<file path="src/rtl/rc_stat_reg_if.sv">
// Software read port of the read-clear status register.
// The master issues rd_req; the slave answers with rd_valid/rd_data one cycle later.
interface rc_stat_reg_if #(
  parameter int DATA_W = 32
);
  logic              rd_req;
  logic              rd_valid;
  logic [DATA_W-1:0] rd_data;

  modport master (output rd_req, input rd_valid, input rd_data);
  modport slave  (input rd_req, output rd_valid, output rd_data);
endinterface

</file>
<file path="src/rtl/rc_stat_reg.sv">
// Read-clear status register: sticky hardware event bits, atomic clear-on-read,
// a saturating dropped-event counter and a masked, registered interrupt.
module rc_stat_reg #(
  parameter int                DATA_W        = 32,
  parameter logic [DATA_W-1:0] DEFAULT_VALUE = '0,
  parameter int                CNT_W         = 8
) (
  input  logic              clk_reg,
  input  logic              rst_reg,
  input  logic [DATA_W-1:0] hw_set,
  input  logic [DATA_W-1:0] irq_mask,
  input  logic              ovf_clr,
  output logic [CNT_W-1:0]  ovf_cnt,
  output logic              irq,
  rc_stat_reg_if.slave      rd_bus
);

  logic [DATA_W-1:0] status_q, status_d;
  logic [DATA_W-1:0] rd_data_q;
  logic              rd_valid_q;
  logic [CNT_W-1:0]  ovf_cnt_q, ovf_cnt_d;
  logic              irq_q, irq_d;
  logic              drop;

  always_comb begin
    status_d  = status_q | hw_set;
    ovf_cnt_d = ovf_cnt_q;
    // A read replaces the snapshot with only this cycle's events, so none are lost.
    if (rd_bus.rd_req) begin
      status_d = hw_set;
    end
    drop = (|(status_q & hw_set)) & ~rd_bus.rd_req;
    if (ovf_clr) begin
      ovf_cnt_d = '0;
    end else if (drop && (ovf_cnt_q != {CNT_W{1'b1}})) begin
      ovf_cnt_d = ovf_cnt_q + 1'b1;
    end
    irq_d = |(status_d & irq_mask);
  end

  always_ff @(posedge clk_reg) begin
    if (rst_reg) begin
      status_q   <= DEFAULT_VALUE;
      rd_valid_q <= 1'b0;
      rd_data_q  <= '0;
      ovf_cnt_q  <= '0;
      irq_q      <= |(DEFAULT_VALUE & irq_mask);
    end else begin
      status_q   <= status_d;
      rd_valid_q <= rd_bus.rd_req;
      if (rd_bus.rd_req) begin
        rd_data_q <= status_q;
      end
      ovf_cnt_q  <= ovf_cnt_d;
      irq_q      <= irq_d;
    end
  end

  assign rd_bus.rd_valid = rd_valid_q;
  assign rd_bus.rd_data  = rd_data_q;
  assign ovf_cnt         = ovf_cnt_q;
  assign irq             = irq_q;

endmodule

</file>
<file path="src/flat_wrapper.sv">
// flat-port wrapper written by rule: the top's interface ports become plain ports
module rc_stat_reg_flat 
#(
  parameter int                DATA_W        = 32,
  parameter logic [DATA_W-1:0] DEFAULT_VALUE = '0,
  parameter int                CNT_W         = 8
)
  (clk_reg, rst_reg, hw_set, irq_mask, ovf_clr, ovf_cnt, irq, rd_bus_rd_req, rd_bus_rd_valid, rd_bus_rd_data);
  rc_stat_reg_if #(.DATA_W(DATA_W)) rd_bus_i ();
  input  logic clk_reg;
  input  logic rst_reg;
  input  logic [DATA_W-1:0] hw_set;
  input  logic [DATA_W-1:0] irq_mask;
  input  logic ovf_clr;
  output logic [CNT_W-1:0] ovf_cnt;
  output logic irq;
  input wire logic [$bits(rd_bus_i.rd_req)-1:0] rd_bus_rd_req;
  output wire logic [$bits(rd_bus_i.rd_valid)-1:0] rd_bus_rd_valid;
  output wire logic [$bits(rd_bus_i.rd_data)-1:0] rd_bus_rd_data;
  assign rd_bus_i.rd_req = rd_bus_rd_req;
  assign rd_bus_rd_valid = rd_bus_i.rd_valid;
  assign rd_bus_rd_data = rd_bus_i.rd_data;
  rc_stat_reg #(.DATA_W(DATA_W), .DEFAULT_VALUE(DEFAULT_VALUE), .CNT_W(CNT_W)) u_core (.clk_reg(clk_reg), .rst_reg(rst_reg), .hw_set(hw_set), .irq_mask(irq_mask), .ovf_clr(ovf_clr), .ovf_cnt(ovf_cnt), .irq(irq), .rd_bus(rd_bus_i));
endmodule
</file>
<file path="config.mk">
export PLATFORM = sky130hd
export DESIGN_NAME = rc_stat_reg_flat
export DESIGN_NICKNAME = d
export VERILOG_FILES = /design/src/rtl/rc_stat_reg_if.sv /design/src/rtl/rc_stat_reg.sv /design/src/flat_wrapper.sv
export SDC_FILE = /design/constraint.sdc
export NUM_CORES = 1
export LEC_CHECK = 0
export ABC_AREA = 1
export BUFFER_PORTS_ARGS = -buffer_cell sky130_fd_sc_hd__buf_2
export CAP_MARGIN = 20
export CORE_ASPECT_RATIO = 1.2
export CORE_MARGIN = 10
export CORE_UTILIZATION = 50
export DETAILED_ROUTE_END_ITERATION = 10
export GPL_ROUTABILITY_DRIVEN = 0
export GPL_TIMING_DRIVEN = 0
export HOLD_SLACK_MARGIN = 0.1
export PLACE_DENSITY = 0.9
export SLEW_MARGIN = 20
export SYNTH_ARGS = -nofsm -noshare
export SYNTH_HDL_FRONTEND = slang
export SYNTH_SLANG_ARGS = --single-unit
</file>
<file path="constraint.sdc">
create_clock -name clk_reg -period 1.9 [get_ports clk_reg]
set_clock_uncertainty 0.15 [all_clocks]
set_input_delay 0.095 -clock clk_reg [delete_from_list [all_inputs] [get_ports clk_reg]]
set_output_delay 0.095 -clock clk_reg [all_outputs]
set_load 0.05 [all_outputs]
</file>
==> metrics <==
FP Rows 32; Leakage 2.53 nW; WS Path Type input pin to flip-flop; grt ovf 0; Avg Cell Area, Syn 6.86 sq um; count leader, synth nand2_1; PD cells 768 nW/um^2; Clock Latency Late Sink 0.36 ns; Critical Path Fanout Max 10; number of synthesized flops with an enable pin 0; top cells by count, synth nand2_1, nor2_1, dfxtp_1; CTS root buf clkbuf_8; DIE HEIGHT 109 um; Hold Path Stages 7; fmax 560 MHz; Post-Syn Area 3330 sq um; Synthesized Nets 554; setup_tns 0 ns; Crit. End Element flip-flop; Seq/Total Area, Yosys 0.445; antenna violations before repair 0; # Max-Cap Violations 0; total core area 6450 sq um; Die Wd 94.5 um; post-synth cell types 24; count of final setup violators 0; Clock Path Buffers 2; main flop type after synthesis dfxtp_1; R2R Path Start u_core.ovf_cnt[1]; worst r2r dst u_core.ovf_cnt[1]; Final Hold Fails 0; status finished clean; first-iteration detailed-routing DRC count 304; r2r worst-path depth 8; R2R Setup Slk 0.19 ns; Remaining DRCs 0; first-pass GRT wire length 19,600 um; largest area contributor in the synthesized netlist dfxtp_1; Synth top area share 0.445; unrepaired setup endpoints after global routing false; DR vias/cell 5.16; worst slew pin tran 0.495 ns; final antenna-violating net count 0; TritonCTS Buffers 9; H-tree depth 3; fin crit period 1.78 ns; Top Ports 110; Vias 3,920; # fillers 436; layout cells sized above 1 0.206; asr flop ratio synth 0; post-cts resize count 0; Critical Path AT 1.85 ns; Hold EP u_core.irq; Yosys reg bits 74; drt total wl 12,200 um; Mapped Cells 485; WL/cell 16.1 um; fin crit share 0.939; Peak VDD IR 532 uV; Slew HR 0.670; CP required 1.97 ns; Initial Util 0.516; Post-Place Cells 678; CTS tree done; ant diodes 0; Hold Path Origin irq_mask[31]; largest net degree at the start of global routing 12; # port buffers 108; DPL Wire Length 7580 um; synth warn 0; synthesis-to-layout area growth 45.0%; Final Non-Filler Cells 759; Hold Crit Class input pin to flip-flop; Area contributors post-synth dfxtp_1, nand2_1, nor2_1, inv_1, a211oi_1; TritonRoute pass-1 iters 5; vias in the first global route 4,111; nets 738; Setup crit start kind input pin; DIE AREA 10,300 sq um; CTS clk-pin slew, worst paths 0.06 ns; Slew Viols, Final 0; CTS Sinks 74; GRT Util Overall 0.240
-- metal layers --
metal | share of wire | GRT usage | vias to the layer above
li1 | - | - | 1857
met1 | 0.35 | 0.235 | 1775
met2 | 0.52 | 0.431 | 225
met3 | 0.083 | 0.0716 | 63
met4 | 0.053 | 0.151 | 0
met5 | 0 | 0 | -
-- sequential cells by signal (all words and copies together) (netlist names) --
signal / flops
u_core.irq: 1
u_core.ovf_cnt: 8
u_core.rd_bus.rd_data: 32
u_core.rd_bus.rd_valid: 1
u_core.status_q: 32
-- worst max path at each step --
| stage | start | depth (start not counted) | slack, ns | end |
|---|---|---|---|---|
| 4_1_cts | u_core.ovf_cnt[1] | 8 | 0.22 | u_core.ovf_cnt[0] |
| 5_1_grt | rd_bus_rd_req | 10 | 0.03 | u_core.irq |
| 2_1_floorplan | u_core.ovf_cnt[2] | 7 | 0.14 | u_core.ovf_cnt[0] |
| 3_3_place_gp | u_core.ovf_cnt[0] | 8 | 0.30 | u_core.ovf_cnt[0] |
| 3_5_place_dp | u_core.ovf_cnt[1] | 8 | 0.22 | u_core.ovf_cnt[0] |
| 6_report | rd_bus_rd_req | 10 | 0.12 | u_core.irq |
-- cell type report --
class	instances	area (sq um)	share of cell area
multi-input cells	325	1480	0.307
flip-flops and latches	74	1480	0.308
plain buffers	20	114	0.0236
well taps	85	106	0.0220
clock buffers	14	163	0.0337
repair buffers	173	1190	0.247
inverters	66	248	0.0514
clock inverters	2	35.0	0.00726
-- timing repair --
action	4_1_cts	5_1_grt
endpoints found under the hold margin	41	0
hold buffers	65	0
buffers inserted	0	0
-- metrics by stage --
step                       util  worst slack, ns  power, mW  instance area (sq um)  hold slack (ns)
after global placement    0.617            0.300       2.32                   3980            0.200
final                     0.748            0.116       3.70                   4820           0.0895
after detailed placement  0.617            0.225       2.35                   3980            0.202
after global routing      0.748           0.0315       3.83                   4820            0.135
after floorplan               -            0.137       2.14                   3330           0.0701
after CTS                 0.748            0.216       3.66                   4820            0.105
-- cell families (layout without fill, tap and decap cells) --
group,Yosys count,count (layout),share of synthesized area
adders and majority gates,1,1,0.00376
buffers and inverters,86,275,0.109
AOI/OAI and AO/OA,68,68,0.140
DFF,74,74,0.445
and+or+nand+nor,255,255,0.300
xor gates and xnor gates,1,1,0.00263
-- worst max-delay path, stage by stage --
cell and delay, ns:
dlygate4sd3_1 0.56, buf_6 0.15, buf_2 0.24, o21bai_1 0.12, nand2_1 0.09, nand2_1 0.08
nor2_1 0.15, nand2_1 0.08, nor2_1 0.22, a21oi_2 0.08
-- where the power goes --
group,total [mW],switching (mW),internal [mW]
Sequential,1.70,0.0578,1.64
Clock,1.25,0.568,0.679
Combinational,0.758,0.465,0.294
-- layout by cell type, fill, tap and decap left out, drive strengths merged --
cell         instances
nand3                9
nand4                4
ha                   1
a21o                 8
a21boi               2
nor3                 4
o21bai              19
clkbuf              19
buf                123
nand2              155
a21oi               19
bufinv               1
nor2                83
clkinv               1
inv                 66
xnor2                1
dfxtp               74
dlygate4sd3         65
a211oi              19
o21ai                1
Note: power is estimated with default switching activity, not from simulation.
